File: src/rtl/inbuf_pkg.sv
// Shared sizing constants for the compute core's stream buffers.
// NUM sets the signed stream width ([NUM:0]); INBUF_DEPTH is the default
// buffer depth used by both the input-side and output-side buffers.
package inbuf_pkg;

  localparam int NUM         = 15;
  localparam int INBUF_DEPTH = 4;

endpackage : inbuf_pkg

File: src/rtl/inbuf.sv
// Input-side elastic buffer between an upstream producer and the compute core.
// Small circular FIFO using the valid/stop handshake on both sides. Every
// status output is decoded from registered state only, so the core's stop
// never reaches the upstream stop within a cycle. A full buffer therefore
// refuses a push even when the core pops on the same edge.
module inbuf
  import inbuf_pkg::*;
#(
  parameter int DW    = NUM + 1,
  parameter int DEPTH = INBUF_DEPTH,
  parameter int LW    = $clog2(DEPTH) + 1
) (
  input  logic                 clk,
  input  logic                 reset,
  input  logic signed [DW-1:0] idata,
  input  logic                 ivalid,
  output logic                 istop,
  output logic signed [DW-1:0] cdata,
  output logic                 cvalid,
  input  logic                 cstop,
  output logic [LW-1:0]        level
);

  localparam int          PW       = $clog2(DEPTH);
  localparam logic [LW-1:0] FULL_LVL = LW'(DEPTH);

  logic signed [DW-1:0] mem [DEPTH];
  logic [PW-1:0]        wr_ptr;
  logic [PW-1:0]        rd_ptr;
  logic [LW-1:0]        count;
  logic                 push;
  logic                 pop;

  // Status decode and handshake qualification from registered state.
  always_comb begin
    level  = count;
    istop  = (count == FULL_LVL);
    cvalid = (count != {LW{1'b0}});
    if (count != {LW{1'b0}}) begin
      cdata = mem[rd_ptr];
    end else begin
      cdata = {DW{1'b0}};
    end
    push = ivalid && !istop;
    pop  = cvalid && !cstop;
  end

  // Storage array: written only on push edges, contents need no reset.
  always_ff @(posedge clk) begin
    if (push) begin
      mem[wr_ptr] <= idata;
    end
  end

  // Pointers and occupancy; reset empties the buffer immediately.
  always_ff @(posedge clk or negedge reset) begin
    if (!reset) begin
      wr_ptr <= {PW{1'b0}};
      rd_ptr <= {PW{1'b0}};
      count  <= {LW{1'b0}};
    end else begin
      if (push) begin
        wr_ptr <= wr_ptr + PW'(1);
      end
      if (pop) begin
        rd_ptr <= rd_ptr + PW'(1);
      end
      case ({push, pop})
        2'b10:   count <= count + LW'(1);
        2'b01:   count <= count - LW'(1);
        default: count <= count;
      endcase
    end
  end

endmodule : inbuf

File: config.mk
export PLATFORM = sky130hd
export DESIGN_NAME = inbuf
export DESIGN_NICKNAME = d
export VERILOG_FILES = /design/src/rtl/inbuf_pkg.sv /design/src/rtl/inbuf.sv
export SDC_FILE = /design/constraint.sdc
export NUM_CORES = 1
export LEC_CHECK = 0
export BUFFER_PORTS_ARGS = -buffer_cell sky130_fd_sc_hd__buf_4
export CAP_MARGIN = 5
export CELL_PAD_IN_SITES_DETAIL_PLACEMENT = 1
export CELL_PAD_IN_SITES_GLOBAL_PLACEMENT = 1
export CORE_MARGIN = 1
export CORE_UTILIZATION = 48
export DETAILED_ROUTE_END_ITERATION = 8
export GPL_ROUTABILITY_DRIVEN = 0
export PLACE_DENSITY_LB_ADDON = 0.1
export SLEW_MARGIN = 10
export SYNTH_ARGS = -nofsm -noshare
export SYNTH_HDL_FRONTEND = slang
export SYNTH_SLANG_ARGS = --single-unit
File: constraint.sdc
create_clock -name clk -period 2.7 [get_ports clk]
set_clock_uncertainty 0.15 [all_clocks]
set_input_delay 0.135 -clock clk [delete_from_list [all_inputs] [get_ports clk]]
set_output_delay 0.135 -clock clk [all_outputs]
set_load 0.02 [all_outputs]
==> Word level (Yosys, flattened, before mapping) <==
Memory sizes are Yosys's and may differ from the RTL's.
Cells that the tools add are included.
{ "op_classes": {"add_sub_neg": 4, "mul": 0, "bitwise": 0, "reduce_logical": 6, "eq_ne": 3, "div": 0, "magnitude_cmp": 0, "n_mux": 4, "shifts": 0} }
{ "ops": {"columns": ["operator", "count"], "rows": [
  ["16-bit 2-to-1 mux", 1],
  ["3-bit one-hot mux with 2 select lines", 1],
  ["2-bit by 1-bit adder with 2-bit output (second input constant)", 2],
  ["3-bit by 1-bit adder with 3-bit output (second input constant)", 1],
  ["3-bit == test (second input constant)", 1],
  ["3-bit nonzero test", 1],
  ["3-bit by 1-bit subtractor with 3-bit output (second input constant)", 1],
  ["2-bit by 1-bit == test with 1-bit output (second input constant)", 1],
  ["2-bit == test (second input constant)", 1],
  ["1-bit logical AND", 2],
  ["1-bit logical NOT", 2],
  ["1-bit 2-to-1 mux", 2],
  ["2-bit nonzero test", 1]
]} }
{ "totals": {"mem_bits_rw": 64, "ff_bits": 7, "latchBits": 0, "wordCells": 21, "in_bits": 20, "out_inout_bits": 21, "n_memories": 1, "mem_bits_ro": 0} }
{ "mem_list": {"columns": ["name", "words", "width", "rd", "rd_ports_with_merged_regs", "write_ports", "line_no", "source"], "rows": [
  ["mem", 4, 16, 1, 0, 1, "inbuf.sv:27", "logic signed [DW-1:0] mem [DEPTH];"]
]} }

==> Depth between registers and ports, before layout <==
Gate-level depths: netlist of run 1.
{ "logic_depth": {"ltp_word": 5, "mapped_depth": 9, "ltp_nobuf": 9} }

==> Worst setup path before layout of run 1 <==
OpenSTA, ideal clock, no wires.
{ "synth_timing": {"path_kind": "flip-flop to flip-flop", "startpoint": "register count[0] (netlist: level[0])", "endpoint": "register count[2] (netlist: level[2])", "path_buffers": 0, "slack_ps": 372, "path_stages_with_launch": 10, "required_ps": 2470, "arrival_ps": 2098, "synth_period_minus_slack_ps": 2328, "setup_time_ps": 80, "path_cell_list": "dfrtp_1 nor3b_2 nor2b_2 inv_1 ha_1 inv_1 fa_1 xor2_1 nor2_1 xor2_1"} }
{ "synth_between": {"elab_chain_cells": 5, "word_cells_on_any_way": 11, "classes_between": "add/sub (2); eq/ne (3); mux (1); reduce/logical (5)"} }
{ "synth_lines": {"columns": ["item", "line_no", "source"], "rows": [
  ["start: declaration", "inbuf.sv:30", "logic [LW-1:0] count;"],
  ["start signal: assignment", "inbuf.sv:60", "count <= {LW{1'b0}};"],
  ["start signal: assignment", "inbuf.sv:69", "2'b10: count <= count + LW'(1);"],
  ["start signal: assignment", "inbuf.sv:70", "2'b01: count <= count - LW'(1);"],
  ["3-bit == test (*)", "inbuf.sv:37", "istop = (count == FULL_LVL);"],
  ["named net istop", "inbuf.sv:17", "output logic istop,"],
  ["1-bit logical NOT (*)", "inbuf.sv:44", "push = ivalid && !istop;"],
  ["1-bit logical AND (*)", "inbuf.sv:44", null],
  ["2-bit by 1-bit == test with 1-bit output / 2-bit == test (equally long branches)", "inbuf.sv:68", "case ({push, pop})"],
  ["3-bit one-hot mux with 2 select lines / 2-bit nonzero test (equally long branches)", null, null]
]} }
Mark *: on every way through the listed nets, which the timed path passes. The rest lies on a longest branch.
A chain may end at the register's enable or synchronous reset.

==> Worst setup path in the final report of run 1 <==
{ "layout_timing": {"startpoint": "register rd_ptr[0]", "endpoint": "output cdata[3]"} }
{ "layout_between": {"elab_chain_cells": 2} }
{ "layout_lines": {"columns": ["item", "line_no", "source"], "rows": [
  ["start: declaration", "inbuf.sv:29", "logic [PW-1:0] rd_ptr;"],
  ["start signal: assignment", "inbuf.sv:59", "rd_ptr <= {PW{1'b0}};"],
  ["start signal: assignment", "inbuf.sv:66", "rd_ptr <= rd_ptr + PW'(1);"],
  ["memory read 4 x 16 bit", null, null],
  ["16-bit 2-to-1 mux", "inbuf.sv:39", "if (count != {LW{1'b0}}) begin"],
  ["end: declaration", "inbuf.sv:18", "output logic signed [DW-1:0] cdata,"]
]} }
Every way passes these cells.

==> results of run 1 <==
[power by group through the flow]
| stage | Combinational, uW | Sequential [uW] | Clock (uW) |
|---|---|---|---|
| after global placement | 1630 | 1610 | 0 |
| after CTS | 1710 | 1620 | 803 |
| after global routing | 1820 | 1640 | 852 |
| after floorplan | 1090 | 1590 | 0 |
| after detailed placement | 1690 | 1640 | 0 |
| final | 1690 | 1610 | 789 |
[flip-flops by register name, indices dropped and copies added (netlist names)]
signal  count
level       3
mem        64
rd_ptr      2
wr_ptr      2
[per-stage QoR]
step                      hold slack (ns)  power, uW
after detailed placement           -0.193       3320
after global placement             -0.197       3240
after global routing                0.101       4310
after floorplan                    -0.311       2680
after CTS                          0.0990       4130
final                               0.111       4090
[worst max-delay path by stage]
stage                                 to             startpoint
finish                          cdata[3]  rd_ptr[0]$_DFFE_PN0P_
global route                    cdata[4]  rd_ptr[0]$_DFFE_PN0P_
CTS                             cdata[3]  rd_ptr[0]$_DFFE_PN0P_
detailed placement  level[2]$_DFFE_PN0P_   level[0]$_DFFE_PN0P_
global placement    level[2]$_DFFE_PN0P_   level[0]$_DFFE_PN0P_
floorplan           level[2]$_DFFE_PN0P_   level[0]$_DFFE_PN0P_
[area by class of cell]
| cell class | instances | area [sq um] | share of cell area |
|---|---|---|---|
| flip-flops and latches | 71 | 2100 | 0.568 |
| well taps | 72 | 90.1 | 0.0244 |
| clock buffers | 13 | 139 | 0.0376 |
| clock inverters | 3 | 43.8 | 0.0119 |
| inverters | 7 | 26.3 | 0.00712 |
| multi-input cells | 56 | 739 | 0.200 |
| repair buffers | 66 | 556 | 0.151 |
[cells in the mapped netlist]
master	n	area share
xor2_1	4	0.012
mux2_2	1	0.0039
buf_12	1	0.0069
buf_6	1	0.0039
mux2i_1	1	0.0034
nor2b_4	2	0.0095
and2_1	4	0.0086
dfrtp_1	7	0.060
fa_1	1	0.0069
nor2_1	2	0.0026
buf_2	3	0.0052
nor3b_1	1	0.0026
nor2b_1	14	0.030
nor3_2	1	0.0034
mux4_2	8	0.062
edfxtp_1	64	0.66
mux4_1	8	0.072
xnor2_1	2	0.0060
ha_1	5	0.022
inv_1	7	0.0091
nor2b_2	1	0.0030
nor3b_2	1	0.0043
[logic make-up (layout without fill, tap and decap cells)]
family | count (synthesis) | in the layout | share of synthesized area
AND/OR/NAND/NOR | 26 | 26 | 0.0642
XOR/XNOR | 6 | 6 | 0.0181
adder cells (fa/ha/maj) | 6 | 6 | 0.0284
buffers and inverters | 12 | 89 | 0.0250
multiplexers | 18 | 18 | 0.142
flip-flops | 71 | 71 | 0.722
[layer usage]
metal	track usage	wire length [um]	up-vias	share of wire
li1	-	-	683	-
met1	0.218	2170	775	0.39
met2	0.376	3070	31	0.56
met3	0.0434	161	10	0.029
met4	0.0857	104	0	0.019
met5	0	0	-	0
[worst max-delay path: cells and delay by family, from the launching register on]
| kind | cells | cell delay [ns] |
|---|---|---|
| muxes | 1 | 0.57 |
| DFF | 1 | 0.57 |
| and+or+nand+nor | 1 | 0.15 |
| buffers and inverters | 2 | 0.38 |
==> flow_summary_export.csv, run 1 <==
group,metric,value,unit
detailed_routing,drt_first_pass_iters,4,
pwr,p_comb_frac,0.413,
timing,timing.final.crit_period,2.28,ns
floorplan,die_h,79.8,um
cts,cts_tree,"yes",
final_layout,mostFrequentLayoutCell,"edfxtp_1",
floorplan,start_util,0.511,
critical_path,critPathKind,"flop to output pin",
final_layout,utilization,0.650,
logic_synthesis,synth-seq-area-share,0.722,
pwr,p_clk_frac,0.193,
hold_path,hp-start,"ivalid",
critical_path,cp-start-kind,"flop",
cts,cts.clk_slew.worst_paths,0.07,ns
detailed_routing,route.detailed.drc,0,
cts,cts_resized,0,
cts,h-tree-depth,3,
timing,hold_violations,0,
critical_path,r2r-start,"level[0]$_DFFE_PN0P_",
final_layout,fillers,506,
timing,maxSlewHeadroom,0.728,
global_route,grt_first_pass_wirelength,8.88,mm
run_status,status,"completed",
pwr,swShare,0.335,
global_route,grt_max_degree,19,
timing,rsz0062_at_grt,"no",
floorplan,fp.dieW,79.8,um
global_route,grt_usage,0.201,
critical_path,ff2ff_setup_slack,0.46,ns
final_layout,postLayoutCellArea,3690,sq um
pwr,p_int,2720,uW
critical_path,slowest_delay,0.57,ns
logic_synthesis,syn_area,2900,sq um
logic_synthesis,syn_nets,165,
pwr,p_seq_frac,0.394,
cts,cts.path.max_buffers,2,
logic_synthesis,ys_ff_latch,71,
timing,fmax,0.439,GHz
cts,numCtsBuffers,9,
global_route,antenna_found_initial,0,
pwr,leakage,0.00140,uW
place,port_buffers,40,
final_layout,layout-drive-gt1-share,0.338,
pwr,power.density,1110,nW/um^2
logic_synthesis,syn-instance-count,139,
final_layout,layout_common_cells,"64 x edfxtp_1, 46 x buf_4, 19 x dlygate4sd3_1",
pwr,ir_worst_vdd,609,uV
timing,finalSetupTns,0,ns
cts,holdBufCountCts,19,
job,maxCapViolCount,0,
critical_path,worstSetupEndpointType,"output pin",
place,dp_cells,253,
logic_synthesis,yosysWarningCount,0,
global_route,grt-ovfl-total,0,
detailed_routing,vias,1499,
hold_path,worstHoldEndpoint,"wr_ptr[0]$_DFFE_PN0P_",
logic_synthesis,synth.distinct_cells,22,
logic_synthesis,syn_area_per_cell,20.9,sq um
critical_path,cp.arrival,1.99,ns
floorplan,dieArea,6360,sq um
critical_path,worstPathCellList,"buf_12, mux4_1, nor2b_1, buf_4",
detailed_routing,routedWlPerCell,19.1,um
final_layout,instances_no_fill,288,
place,hpwl,3.63,mm
hold_path,holdPathStages,3,
detailed_routing,drt_iter0_markers,92,
critical_path,r2r-end,"level[2]$_DFFE_PN0P_",
timing,finalWorstSetupSlack,0.422,ns
pwr,p_sw,1370,uW
place,placed_cell_area,3320,sq um
place,dp_slack,0.443,ns
cts,worstSkewPairLatency,0.33,ns
timing,final.period_utilization,0.844,
detailed_routing,via_per_inst,5.20,
timing,setup_violations,0,
final_layout,layout.nets,237,
hold_path,hold_path_class,"input pin to flop",
critical_path,critPathRequiredTime,2.41,ns
floorplan,rows,27,
timing,maxSlewViolCount,0,
floorplan,ios,41,
critical_path,crit_fanout,13,
final_layout,syn_to_final_growth,27.2,%
critical_path,cpMaxStageDelayCell,"dfrtp_1",
critical_path,ff2ff_path_depth,9,
timing,tightest_slew,0.408,ns
cts,post_cts_buffers,0,
detailed_routing,routed_wl,5.51,mm
floorplan,core,5680,sq um
cts,cts-root-buf,"clkbuf_8",
final_layout,antenna_cells,0,
global_route,grt_pass1_vias,1758,
detailed_routing,ant_nets,0,
cts,clock-sinks,71,
Power figures use the tool's default switching activity.
==> run 2: changes to the inputs <==
clock period = 2.3 ns   (was 2.7 ns; I/O delays follow)
==> run 2 against run 1 <==
Effect of this change: clock power increased by 62%; combinational power increased by 25%; critical path depth increased by 5; sequential power increased by 16%; utilization increased by 2.8 points; cell count increased by 2.4%; die area unchanged; sequential share of layout area decreased by 2.2 points; critical endpoint is now level[2]$_DFFE_PN0P_; largest cell class unchanged.
==> flow_summary_export.csv, run 2 (same netlist as run 1, synthesis figures left out) <==
group,metric,value,unit
global_route,grt_usage,0.202,
cts,h-tree-depth,3,
global_route,grt_first_pass_wirelength,8.96,mm
final_layout,fillers,493,
final_layout,utilization,0.678,
critical_path,ff2ff_path_depth,9,
critical_path,critPathKind,"flop to flop",
final_layout,largest_register_ff_count,64,
global_route,grt_max_degree,19,
critical_path,crit_fanout,7,
global_route,grt-ovfl-total,0,
critical_path,slowest_delay,0.46,ns
final_layout,layout-drive-gt1-share,0.381,
timing,timing.final.crit_period,2.16,ns
timing,hold_violations,0,
cts,cts-root-buf,"clkbuf_8",
detailed_routing,drt_first_pass_iters,4,
final_layout,instances_no_fill,295,
global_route,antenna_found_initial,0,
critical_path,worstPathCellList,"nor3b_4, nor2b_2, inv_1, ha_1, inv_1, fa_1, xor2_1, nor2_1, xor2_1",
cts,cts_tree,"yes",
critical_path,cpMaxStageDelayCell,"dfrtp_2",
final_layout,antenna_cells,0,
detailed_routing,routedWlPerCell,19.3,um
final_layout,syn_to_final_growth,32.6,%
detailed_routing,vias,1505,
floorplan,rows,27,
timing,fmax,0.464,GHz
cts,clock-sinks,71,
place,dp_cells,255,
floorplan,start_util,0.511,
final_layout,layout_common_cells,"64 x edfxtp_1, 51 x buf_4, 19 x dlygate4sd3_1",
timing,tightest_slew,0.383,ns
floorplan,ios,41,
detailed_routing,routed_wl,5.69,mm
critical_path,endpoint,"level[2]$_DFFE_PN0P_",
detailed_routing,via_per_inst,5.10,
final_layout,mostFrequentLayoutCell,"edfxtp_1",
floorplan,die_h,79.8,um
timing,final.period_utilization,0.937,
place,hpwl,3.44,mm
final_layout,layout.nets,244,
detailed_routing,ant_nets,0,
floorplan,dieArea,6360,sq um
floorplan,core,5680,sq um
final_layout,top_register,"mem",
cts,cts.clk_slew.worst_paths,0.07,ns
detailed_routing,drt_iter0_markers,71,
pwr,ir_worst_vdd,854,uV
critical_path,critPathRequiredTime,2.40,ns
global_route,grt_pass1_vias,1689,
detailed_routing,route.detailed.drc,0,
critical_path,worstSetupEndpointType,"flop",
timing,maxSlewViolCount,0,
critical_path,cp-start-kind,"flop",
cts,worstSkewPairLatency,0.33,ns
critical_path,cp.arrival,2.26,ns
critical_path,r2r-start,"level[0]$_DFFE_PN0P_",
pwr,power.density,1370,nW/um^2
timing,maxSlewHeadroom,0.745,
critical_path,r2r-end,"level[2]$_DFFE_PN0P_",
cts,cts.path.max_buffers,2,
critical_path,ff2ff_setup_slack,0.14,ns
pwr,leakage,0.00147,uW
job,maxCapViolCount,0,
run_status,status,"completed",
place,port_buffers,40,
floorplan,fp.dieW,79.8,um
cts,numCtsBuffers,9,
critical_path,cp-startpoint,"level[0]$_DFFE_PN0P_",
hold_path,hold_path_class,"input pin to flop",
timing,setup_violations,0,
run 2: changes by cell type in the layout (fill, tap and decap cells not counted), moves of 2 or more:
cell,change
buf_12,+2
buf_4,+5
bufinv_16,+3
clkbuf_1,-3
dfrtp_1,-3
dfrtp_2,+3
run 2: through the flow:
| step | TNS [ns] | setup slack (ns) | hold WS, ns | area (sq um) | total power, uW |
|---|---|---|---|---|---|
| 6_report | 0 | 0.144 | 0.0947 | 3850 | 5260 |
| 4_1_cts | 0 | 0.0791 | 0.0819 | 3810 | 5250 |
| 5_1_grt | -0.0321 | -0.0321 | 0.0963 | 3850 | 5510 |
| 3_3_place_gp | 0 | 0.248 | -0.217 | 3360 | 3840 |
| 2_1_floorplan | 0 | 0.0546 | -0.331 | 2910 | 3160 |
| 3_5_place_dp | 0 | 0.0916 | -0.214 | 3360 | 3940 |
run 2: power by group:
group | switching [uW] | internal [uW]
sequential | 137 | 1730
clock | 447 | 829
combinational | 1060 | 1050
run 2: final cells by class:
class / instances / area (sq um) / area share
Sequential cell: 71 / 2100 / 0.546
Multi-Input combinational cell: 56 / 739 / 0.192
Timing Repair Buffer: 73 / 633 / 0.164
Clock inverter: 6 / 133 / 0.0344
Inverter: 7 / 26.3 / 0.00682
Clock buffer: 10 / 128 / 0.0331
Tap cell: 72 / 90.1 / 0.0234
run 2: timing repair:
item / CTS / global route
hold buffers: 19 / 0
endpoints found under the setup margin: 0 / 1
endpoints found under the hold margin: 73 / 0
setup buffers: 0 / 5
resized for setup: 0 / 3
run 2: routing by layer:
metal  GRT usage  share of wire
met5           0              0
met4      0.0429         0.0046
met3      0.0549          0.031
met2       0.368           0.55
met1       0.238           0.41
run 2: critical path: cells and delay by family, from the launching register on:
kind / cells / cell delay (ns)
buffers and inverters: 2 / 0.14
adder cells (fa/ha/maj): 2 / 0.57
flip-flops: 1 / 0.46
AND/OR/NAND/NOR: 3 / 0.45
XOR/XNOR: 2 / 0.32
run 2: worst min-delay path by stage:
| stage | start | to | cells after the start |
|---|---|---|---|
| floorplan | reset | level[0]$_DFFE_PN0P_ | 0 |
| global placement | reset | level[0]$_DFFE_PN0P_ | 1 |
| detailed placement | reset | level[2]$_DFFE_PN0P_ | 1 |
| CTS | ivalid | wr_ptr[0]$_DFFE_PN0P_ | 3 |
| global route | ivalid | wr_ptr[0]$_DFFE_PN0P_ | 3 |
| finish | ivalid | wr_ptr[0]$_DFFE_PN0P_ | 3 |
==> run 3: changes to the inputs <==
ABC_AREA = 1   (was unset)
CORE_UTILIZATION = 45   (was 48)
==> run 3 against run 2 <==
Effect of this change: setup slack worse by 0.00096 ns; first-iteration DRC count down 30%; maximum frequency about the same; synthesized area up 10%; worst hold slack better by 0.26 ns; combinational power up 9%; synthesized cell count up 120%; die area up 17%; sequential share of layout area down 2.4 points; non-clock buffer count down 1.
==> flow_summary_export.csv, run 3 <==
group,metric,value,unit
pwr,p_comb_frac,0.446,
floorplan,die_h,86.4,um
floorplan,fp.dieW,86.4,um
logic_synthesis,synthFlopType,"edfxtp_1",
global_route,gr-usage-met3,0.0381,
hold_path,hp-start,"idata[10]",
hold_path,hold_path_class,"input pin to flop",
final_layout,antenna_cells,0,
logic_synthesis,synth-edff-count,64,
final_layout,layout.nets,409,
critical_path,r2r-start,"level[0]$_DFFE_PN0P_",
logic_synthesis,synth_top_area_share,0.600,
cts,worstSkewPairLatency,0.34,ns
timing,tightest_slew,0.507,ns
job,maxCapViolCount,0,
cts,clock-sinks,71,
critical_path,ff2ff_setup_slack,0.14,ns
final_layout,fillers,773,
critical_path,crit_fanout,5,
logic_synthesis,syn_area_per_cell,10.3,sq um
floorplan,ios,41,
logic_synthesis,async_flop_share,0.0986,
global_route,grt_max_degree,34,
critical_path,cp.arrival,2.24,ns
pwr,power.density,1280,nW/um^2
detailed_routing,routed_wl,6.67,mm
detailed_routing,routedWlPerCell,13.8,um
pwr,leakage,0.00187,uW
detailed_routing,via_per_inst,4.59,
pwr,p_int,3070,uW
global_route,grt_usage,0.200,
logic_synthesis,yosys-top-cells-area,"edfxtp_1 60%, inv_1 9.3%, nand2_1 9.1%",
logic_synthesis,syn_area,3200,sq um
floorplan,dieArea,7460,sq um
global_route,grt_pass1_vias,2261,
final_layout,largest_register_ff_count,64,
timing,rsz0062_at_grt,"no",
global_route,gr-max-usage-layer,"met2",
pwr,p_clk_frac,0.195,
logic_synthesis,syn_nets,337,
detailed_routing,drt_first_pass_iters,4,
logic_synthesis,yosysWarningCount,0,
timing,hold_violations,0,
final_layout,postLayoutCellArea,4020,sq um
place,placed_cell_area,3610,sq um
cts,cts.path.max_buffers,2,
floorplan,start_util,0.469,
detailed_routing,route.detailed.drc,0,
logic_synthesis,synth-seq-area-share,0.655,
logic_synthesis,synth.top_cells.by_count,"79 x inv_1, 78 x nand2_1, 64 x edfxtp_1, 37 x nand3_1, 16 x a21oi_1",
timing,setup_violations,0,
pwr,ir_worst_vdd,469,uV
logic_synthesis,yosys.area.top_type,"edfxtp_1",
critical_path,critPathRequiredTime,2.38,ns
global_route,grtUsageMet1,0.235,
final_layout,regArea,2100,sq um
global_route,met2_usage,0.352,
critical_path,worstSetupEndpointType,"flop",
cts,numCtsBuffers,9,
timing,final.period_utilization,0.938,
timing,maxSlewHeadroom,0.662,
floorplan,core,6830,sq um
place,port_buffers,40,
final_layout,syn_to_final_growth,25.6,%
place,dp_slack,0.0714,ns
critical_path,critPathKind,"flop to flop",
place,hpwl,4.46,mm
timing,timing.final.crit_period,2.16,ns
cts,cts-root-buf,"clkbuf_8",
final_layout,mostFrequentLayoutCell,"inv_1",
final_layout,utilization,0.589,
final_layout,top_register,"mem",
pwr,swShare,0.401,
logic_synthesis,synth.most_common_cell,"inv_1",
global_route,grt-ovfl-total,0,
global_route,antenna_found_initial,0,
timing,maxSlewViolCount,0,
logic_synthesis,syn-instance-count,311,
critical_path,r2r-end,"level[2]$_DFFE_PN0P_",
final_layout,layout_common_cells,"79 x inv_1, 77 x nand2_1, 64 x edfxtp_1",
floorplan,rows,30,
pwr,p_seq_frac,0.359,
timing,fmax,0.464,GHz
logic_synthesis,synth.distinct_cells,18,
detailed_routing,drt_iter0_markers,50,
timing,finalSetupTns,0,ns
final_layout,layout-drive-gt1-share,0.188,
logic_synthesis,ys_ff_latch,71,
cts,cts_tree,"yes",
final_layout,multi_input_area,702,sq um
timing,hold_ws,0.354,ns
critical_path,cp-start-kind,"flop",
hold_path,worstHoldEndpoint,"mem[1][10]$_DFFE_PP_",
global_route,grt_first_pass_wirelength,10.7,mm
critical_path,ff2ff_path_depth,10,
detailed_routing,ant_nets,0,
run_status,status,"completed",
hold_path,holdPathStages,2,
cts,h-tree-depth,3,
pwr,p_sw,2060,uW
detailed_routing,vias,2223,
timing,finalWorstSetupSlack,0.143,ns
cts,cts.clk_slew.worst_paths,0.08,ns
[run 3: cell count changes after synthesis, moves of 8 or more]
cell,previous run,this run
nand2_1,0,78
mux4_1,8,0
inv_1,7,79
nor2b_1,14,0
nand3_1,0,37
mux4_2,8,0
a21oi_1,0,16
[run 3: logic make-up after synthesis]
logic type               after synthesis  synth area share
adder cells (fa/ha/maj)                6            0.0258
AO/OA/AOI/OAI                         18            0.0281
XOR/XNOR                               2           0.00547
flip-flops                            71             0.655
buffers and inverters                 93             0.127
AND/OR/NAND/NOR                      121             0.159
[run 3: layout make-up]
cell class	count	area share
clock buffer	9	0.0308
clock inverter	7	0.0196
multi-input combinational	147	0.174
sequential	71	0.521
tap	96	0.0299
timing repair buffer	72	0.147
inverter	82	0.0771
[run 3: worst max-delay path by stage]
stage	from	to	slack (ns)	cells past startpoint
after floorplan	level[0]$_DFFE_PN0P_	mem[0][0]$_DFFE_PP_	0.17	4
after global placement	level[0]$_DFFE_PN0P_	level[2]$_DFFE_PN0P_	0.26	10
after detailed placement	level[0]$_DFFE_PN0P_	level[2]$_DFFE_PN0P_	0.07	10
after CTS	level[0]$_DFFE_PN0P_	level[2]$_DFFE_PN0P_	0.06	10
after global routing	rd_ptr[0]$_DFFE_PN0P_	cdata[12]	0.009	5
final	level[0]$_DFFE_PN0P_	level[2]$_DFFE_PN0P_	0.14	10
[run 3: layer usage]
| layer | vias up | part of all wire | routed length [um] |
|---|---|---|---|
| met1 | 1054 | 0.43 | 2900 |
| met2 | 37 | 0.52 | 3460 |
| met4 | 0 | 0.023 | 150 |
| met3 | 16 | 0.023 | 154 |
| li1 | 1116 | - | - |
| met5 | - | 0 | 0 |
[run 3: timing repair]
action,CTS,global route
hold endpoints to repair,75,0
buffers inserted,0,1
setup endpoints to repair,0,1
hold buffers,20,0
gates resized for setup,0,1
[run 3: power by group through the flow]
stage               clock [uW]  sequential, uW  combinational [uW]
finish                     999            1840                2290
global route              1060            1870                2530
CTS                       1020            1850                2330
detailed placement           0            1870                2290
global placement             0            1860                2230
floorplan                    0            1850                1500
[run 3: metrics by stage]
| stage | power (uW) | cells |
|---|---|---|
| floorplan | 3360 | 311 |
| finish | 5130 | 484 |
| global placement | 4090 | 447 |
| global route | 5470 | 484 |
| detailed placement | 4170 | 447 |
| CTS | 5200 | 483 |
[run 3: worst max-delay path: stages (launching register included)]
cell	delay, ns
dfrtp_1	0.40
inv_1	0.13
nand3_1	0.18
nand2_2	0.16
ha_1	0.19
inv_1	0.08
fa_1	0.39
nand2_1	0.11
nand3_1	0.10
nand2_1	0.09
nand2_1	0.07
